## src/rtl/pipeline_hazard_controller_if.sv

```systemverilog
// Hazard-control bundle between the pipeline datapath (master) and the
// hazard controller (slave): register indices and hazard sources in, stall/flush controls out.
interface pipeline_hazard_controller_if #(
  parameter int WIDTH        = 16,
  parameter int ADDRESSWIDTH = 4
);
  logic [ADDRESSWIDTH-1:0] rs1D;
  logic [ADDRESSWIDTH-1:0] rs2D;
  logic                    rs1ValidD;
  logic                    rs2ValidD;
  logic [ADDRESSWIDTH-1:0] rdE;
  logic                    memReadE;
  logic                    takeBranchE;
  logic                    memAccessM;
  logic                    stallF;
  logic                    stallD;
  logic                    stallE;
  logic                    stallM;
  logic                    flushD;
  logic                    flushE;
  logic                    memBusy;
  logic [WIDTH-1:0]        stallCount;

  modport master (
    output rs1D, rs2D, rs1ValidD, rs2ValidD, rdE, memReadE, takeBranchE, memAccessM,
    input  stallF, stallD, stallE, stallM, flushD, flushE, memBusy, stallCount
  );

  modport slave (
    input  rs1D, rs2D, rs1ValidD, rs2ValidD, rdE, memReadE, takeBranchE, memAccessM,
    output stallF, stallD, stallE, stallM, flushD, flushE, memBusy, stallCount
  );
endinterface

```

## src/rtl/pipeline_hazard_controller.sv

```systemverilog
// Stall/flush sequencing for the 5-stage pipeline: shared-memory port arbitration,
// taken-branch flushes, load-use interlocks and a saturating stall-cycle counter.
module pipeline_hazard_controller #(
  parameter int WIDTH        = 16,
  parameter int ADDRESSWIDTH = 4,
  parameter int MEMLATENCY   = 2
) (
  input  logic                         clock,
  input  logic                         reset,
  pipeline_hazard_controller_if.slave  hz
);

  localparam int WCW = (MEMLATENCY > 1) ? $clog2(MEMLATENCY) : 1;
  localparam logic [WCW-1:0] WAIT_INIT = (MEMLATENCY >= 2) ? WCW'(MEMLATENCY - 2) : '0;
  localparam logic [WIDTH-1:0] COUNT_MAX = '1;

  typedef enum logic [1:0] {
    RUN     = 2'd0,
    MEMWAIT = 2'd1,
    MEMLAST = 2'd2
  } state_t;

  state_t           state_reg, state_next;
  logic [WCW-1:0]   wait_count_reg, wait_count_next;
  logic [WIDTH-1:0] stall_count_reg;

  logic load_use;
  logic mem_stall;
  logic mem_busy;
  logic stall_f, stall_d, stall_e, stall_m;
  logic flush_d, flush_e, busy_out;

  always_ff @(posedge clock or negedge reset) begin
    if (!reset) begin
      state_reg      <= RUN;
      wait_count_reg <= '0;
    end else begin
      state_reg      <= state_next;
      wait_count_reg <= wait_count_next;
    end
  end

  assign load_use = hz.memReadE &
                    ((hz.rs1ValidD & (hz.rs1D == hz.rdE)) |
                     (hz.rs2ValidD & (hz.rs2D == hz.rdE)));

  always_comb begin
    state_next      = state_reg;
    wait_count_next = wait_count_reg;
    mem_stall       = 1'b0;
    mem_busy        = 1'b0;

    unique case (state_reg)
      RUN: begin
        if (hz.memAccessM) begin
          mem_busy = 1'b1;
          // A single-cycle access never holds the pipeline, so the FSM stays put.
          if (MEMLATENCY >= 2) begin
            mem_stall       = 1'b1;
            wait_count_next = WAIT_INIT;
            state_next      = (MEMLATENCY > 2) ? MEMWAIT : MEMLAST;
          end
        end
      end
      MEMWAIT: begin
        mem_stall       = 1'b1;
        mem_busy        = 1'b1;
        wait_count_next = wait_count_reg - 1'b1;
        if (wait_count_reg <= WCW'(1)) begin
          state_next = MEMLAST;
        end
      end
      MEMLAST: begin
        // Release cycle: the access still owns the port but the pipeline moves.
        mem_busy   = 1'b1;
        state_next = RUN;
      end
      default: begin
        state_next      = RUN;
        wait_count_next = '0;
      end
    endcase
  end

  always_comb begin
    stall_f  = 1'b0;
    stall_d  = 1'b0;
    stall_e  = 1'b0;
    stall_m  = 1'b0;
    flush_d  = 1'b0;
    flush_e  = 1'b0;
    busy_out = 1'b0;

    // Outputs are masked while reset is held so nothing leaks out combinationally.
    if (reset) begin
      busy_out = mem_busy;
      if (mem_stall) begin
        stall_f = 1'b1;
        stall_d = 1'b1;
        stall_e = 1'b1;
        stall_m = 1'b1;
      end else if (hz.takeBranchE) begin
        flush_d = 1'b1;
        flush_e = 1'b1;
      end else if (load_use) begin
        stall_f = 1'b1;
        stall_d = 1'b1;
        flush_e = 1'b1;
      end
    end
  end

  always_ff @(posedge clock or negedge reset) begin
    if (!reset) begin
      stall_count_reg <= '0;
    end else if (stall_f && (stall_count_reg != COUNT_MAX)) begin
      stall_count_reg <= stall_count_reg + 1'b1;
    end
  end

  assign hz.stallF     = stall_f;
  assign hz.stallD     = stall_d;
  assign hz.stallE     = stall_e;
  assign hz.stallM     = stall_m;
  assign hz.flushD     = flush_d;
  assign hz.flushE     = flush_e;
  assign hz.memBusy    = busy_out;
  assign hz.stallCount = stall_count_reg;

endmodule

```

## src/flat_wrapper.sv

```systemverilog
// flat-port wrapper written by rule: the top's interface ports become plain ports
module pipeline_hazard_controller_flat 
#(
  parameter int WIDTH        = 16,
  parameter int ADDRESSWIDTH = 4,
  parameter int MEMLATENCY   = 2
)
  (clock, reset, hz_rs1D, hz_rs2D, hz_rs1ValidD, hz_rs2ValidD, hz_rdE, hz_memReadE, hz_takeBranchE, hz_memAccessM, hz_stallF, hz_stallD, hz_stallE, hz_stallM, hz_flushD, hz_flushE, hz_memBusy, hz_stallCount);
  pipeline_hazard_controller_if #(.WIDTH(WIDTH), .ADDRESSWIDTH(ADDRESSWIDTH)) hz_i ();
  input  logic clock;
  input  logic reset;
  input wire logic [$bits(hz_i.rs1D)-1:0] hz_rs1D;
  input wire logic [$bits(hz_i.rs2D)-1:0] hz_rs2D;
  input wire logic [$bits(hz_i.rs1ValidD)-1:0] hz_rs1ValidD;
  input wire logic [$bits(hz_i.rs2ValidD)-1:0] hz_rs2ValidD;
  input wire logic [$bits(hz_i.rdE)-1:0] hz_rdE;
  input wire logic [$bits(hz_i.memReadE)-1:0] hz_memReadE;
  input wire logic [$bits(hz_i.takeBranchE)-1:0] hz_takeBranchE;
  input wire logic [$bits(hz_i.memAccessM)-1:0] hz_memAccessM;
  output wire logic [$bits(hz_i.stallF)-1:0] hz_stallF;
  output wire logic [$bits(hz_i.stallD)-1:0] hz_stallD;
  output wire logic [$bits(hz_i.stallE)-1:0] hz_stallE;
  output wire logic [$bits(hz_i.stallM)-1:0] hz_stallM;
  output wire logic [$bits(hz_i.flushD)-1:0] hz_flushD;
  output wire logic [$bits(hz_i.flushE)-1:0] hz_flushE;
  output wire logic [$bits(hz_i.memBusy)-1:0] hz_memBusy;
  output wire logic [$bits(hz_i.stallCount)-1:0] hz_stallCount;
  assign hz_i.rs1D = hz_rs1D;
  assign hz_i.rs2D = hz_rs2D;
  assign hz_i.rs1ValidD = hz_rs1ValidD;
  assign hz_i.rs2ValidD = hz_rs2ValidD;
  assign hz_i.rdE = hz_rdE;
  assign hz_i.memReadE = hz_memReadE;
  assign hz_i.takeBranchE = hz_takeBranchE;
  assign hz_i.memAccessM = hz_memAccessM;
  assign hz_stallF = hz_i.stallF;
  assign hz_stallD = hz_i.stallD;
  assign hz_stallE = hz_i.stallE;
  assign hz_stallM = hz_i.stallM;
  assign hz_flushD = hz_i.flushD;
  assign hz_flushE = hz_i.flushE;
  assign hz_memBusy = hz_i.memBusy;
  assign hz_stallCount = hz_i.stallCount;
  pipeline_hazard_controller #(.WIDTH(WIDTH), .ADDRESSWIDTH(ADDRESSWIDTH), .MEMLATENCY(MEMLATENCY)) u_core (.clock(clock), .reset(reset), .hz(hz_i));
endmodule
```

## config.mk

```make
export PLATFORM = sky130hd
export DESIGN_NAME = pipeline_hazard_controller_flat
export DESIGN_NICKNAME = d
export VERILOG_FILES = /design/src/rtl/pipeline_hazard_controller_if.sv /design/src/rtl/pipeline_hazard_controller.sv /design/src/flat_wrapper.sv
export SDC_FILE = /design/constraint.sdc
export NUM_CORES = 1
export LEC_CHECK = 0
export ABC_AREA = 1
export CORE_MARGIN = 2
export CORE_UTILIZATION = 45
export CTS_BUF_LIST = sky130_fd_sc_hd__clkbuf_4
export DETAILED_ROUTE_END_ITERATION = 16
export PLACE_DENSITY = 0.86
export RECOVER_POWER = 25
export SLEW_MARGIN = 5
export SYNTH_ARGS = -nofsm -noshare
export SYNTH_HDL_FRONTEND = slang
export SYNTH_SLANG_ARGS = --single-unit
```

## constraint.sdc

```tcl
create_clock -name clock -period 3.9 [get_ports clock]
set_clock_uncertainty 0.15 [all_clocks]
set_input_delay 0.585 -clock clock [delete_from_list [all_inputs] [get_ports clock]]
set_output_delay 0.585 -clock clock [all_outputs]
set_load 0.05 [all_outputs]
```

==> results.tsv <==
metric	value	unit
startpoint type of the worst setup path	input pin	
CP Data Arrival Time	2.56	ns
WHS Endpoint	u_core.state_reg[1]	
element type at the critical path end	output pin	
Antenna diodes	0	
Num CTS Buffers	3	
Die ar.	3200	µm²
sequential share of the synthesized area	0.342	
Syn Nets	200	
status	finished clean	
final antenna-violating net count	0	
max FFs per register	16	
Post-Syn Area	1240	µm²
Vias	1238	
DP HPWL	2140	µm
Via density	4.91	
setup_tns	0	ns
critical path required time	3.16	ns
largest area contributor in the netlist	dfrtp_1	
boundary pin count	42	
VDD IR max	428	µV
RD Place Congestion	0.788	
largest net degree at the start of global routing	20	
PD cells	326	nW/µm²
Final Setup Violations	0	
Avg Synthesized Cell Area	6.90	µm²
Slew HR	0.409	
htree depth	1	
R2R Path Start	u_core.hz.stallCount[0]	
EDFF count, synth	0	
r2r worst-path depth	9	
Worst Path Max Fanout	3	
FF-to-FF End	u_core.hz.stallCount[2]	
Post-CTS Setup Inserts	0	
wire per inst	11.4	µm
Port Buf Inserts	41	
chip width	56.5	µm
clock slew at reported path FFs	0.10	ns
final WL	2870	µm
Longest Clk Path Bufs	2	
RSZ-0062 raised after global routing	no	
Iter 0 DRT Violations	53	
Clock Latency Late Sink	0.29	ns
chip height	56.5	µm
aggregate global-route resource usage	0.196	
Layout Area Growth over Synthesis	36.4	%
Num Clock Sinks	17	
final hold vios	0	
layout cells sized above 1	0.0860	
Synth area leaders	dfrtp_1, nand2_1, nand3_1	
Core Util, Final	0.631	
Area after DPL	1670	µm²
grt ovf	0	
Site Rows	19	
# nets final	242	
LEAKAGE	0.842	nW
worst path cell trace	clkdlybuf4s50_1 -> nand2_1 -> inv_1 -> nor2_1 -> nor2_1 -> nand3_1 -> nand2_1 -> a21oi_1 -> nor3_1 -> clkdlybuf4s50_1	
synth cell count leaders	nand2_1, nand3_1, nor2_1	
r2r setup slk	1.96	ns
post-synth top area share	0.342	
fin crit share	0.845	
Slew Viols, Final	0	
first-pass GRT wire length	5040	µm
Post-Layout Inst Area	1690	µm²
FFs w/ async S/R, synth	1.00	
number of max-cap violations	0	
Post-synth top flop	dfrtp_1	
hold-critical path depth	1	
Post-route DRC	0	
Ys Warns	0	
Worst path max stage delay	0.83	ns
most common cell in the netlist	nand2_1	
Hold Path Class	register to register	
Post-Synthesis Cells	180	
Placeable Area	2690	µm²
initial antenna violation count	0	
crit path max-delay cell type	clkdlybuf4s50_1	
fmax	303	MHz
First-pass DRT Iterations	4	
critical path class	input pin to output pin	
Initial Utilization	0.463	
Layout fillers	233	
Hold WS	0.304	ns
vias in the first global route	1151	
Seq cells post-synth	17	
Cell variety after synth	23	
cells resized by post-CTS repair	0	
cts hold-fix bufs	0	
worst-margin pin slew	0.887	ns
TritonCTS clock tree	done	
hold path startpoint	u_core.state_reg[1]	
Min Clock Period, post-route	3.30	ns
Root Driver	clkbuf_4	
==> cell families (layout without fill, tap and decap cells) <==
logic type,after synthesis,after routing,synth area share
flip-flops,17,17,0.342
buffers and inverters,26,67,0.104
AO/OA/AOI/OAI,1,1,0.00402
AND/OR/NAND/NOR,121,121,0.441
adder cells (fa/ha/maj),1,1,0.0101
XOR/XNOR,14,14,0.0987
==> stage by stage <==
| step | instances | setup slack (ns) | power, W |
|---|---|---|---|
| after CTS | 252 | 0.615 | 0.000557 |
| after global routing | 252 | 0.445 | 0.000584 |
| after detailed placement | 248 | 0.615 | 0.000454 |
| after floorplan | 180 | 0.890 | 0.000370 |
| final | 252 | 0.604 | 0.000553 |
| after global placement | 248 | 0.676 | 0.000451 |
==> per-layer routing <==
| metal | wire length [µm] | GRT usage | share of wire | vias to the layer above |
|---|---|---|---|---|
| met5 | 0 | 0 | 0 | - |
| met4 | 27 | 0.0680 | 0.0094 | 0 |
| met3 | 160 | 0.0346 | 0.056 | 4 |
| met2 | 1330 | 0.304 | 0.46 | 39 |
| met1 | 1350 | 0.274 | 0.47 | 560 |
| li1 | - | - | - | 635 |
==> report_power, final <==
group / internal (W) / leakage [nW] / switching (W)
clock network: 0.0000467 / 0.0184 / 0.0000550
registers: 0.000195 / 0.231 / 0.0000319
logic: 0.0000854 / 0.592 / 0.000139
total: 0.000328 / 0.842 / 0.000225
==> worst max-delay path: cells and delay by family <==
family | cells | cell delay [ns]
buffers and inverters | 3 | 1.40
and+or+nand+nor | 6 | 0.50
AOI/OAI and AO/OA | 1 | 0.07
==> how the worst max path moves through the flow <==
| stage | from | endpoint | slack [ns] |
|---|---|---|---|
| after CTS | hz_rdE[2] | hz_flushE | 0.61 |
| after floorplan | hz_memAccessM | hz_stallF | 0.89 |
| after global placement | hz_rs1D[1] | hz_flushE | 0.68 |
| after detailed placement | hz_rdE[2] | hz_flushE | 0.61 |
| after global routing | hz_rdE[0] | hz_flushE | 0.45 |
| final | hz_rdE[2] | hz_flushE | 0.60 |
==> final cells by class <==
type,instances,area (µm²),share of cell area
inverter,20,75.1,0.0443
multi-input combinational,137,688,0.406
sequential,17,425,0.251
timing repair buffer,43,437,0.258
clock buffer,4,30.0,0.0177
tap,31,38.8,0.0229
==> cells in the final DEF, fill, tap and decap left out <==
master / instances
nand3_1: 24
nand2_2: 1
inv_2: 1
clkbuf_1: 1
dfrtp_1: 17
ha_1: 1
nand4_1: 1
inv_1: 19
nand2_1: 62
buf_12: 2
nand2_4: 2
nor4_1: 1
nand3_2: 1
nor2_4: 1
a21oi_1: 1
nor2_2: 2
nor3_2: 1
nor3_4: 1
clkdlybuf4s50_1: 36
nor2_1: 21
xnor2_1: 6
nor3_1: 3
xor2_1: 8
clkbuf_4: 4
dlygate4sd3_1: 1
buf_4: 3
Note: power is estimated with default switching activity, not from simulation.
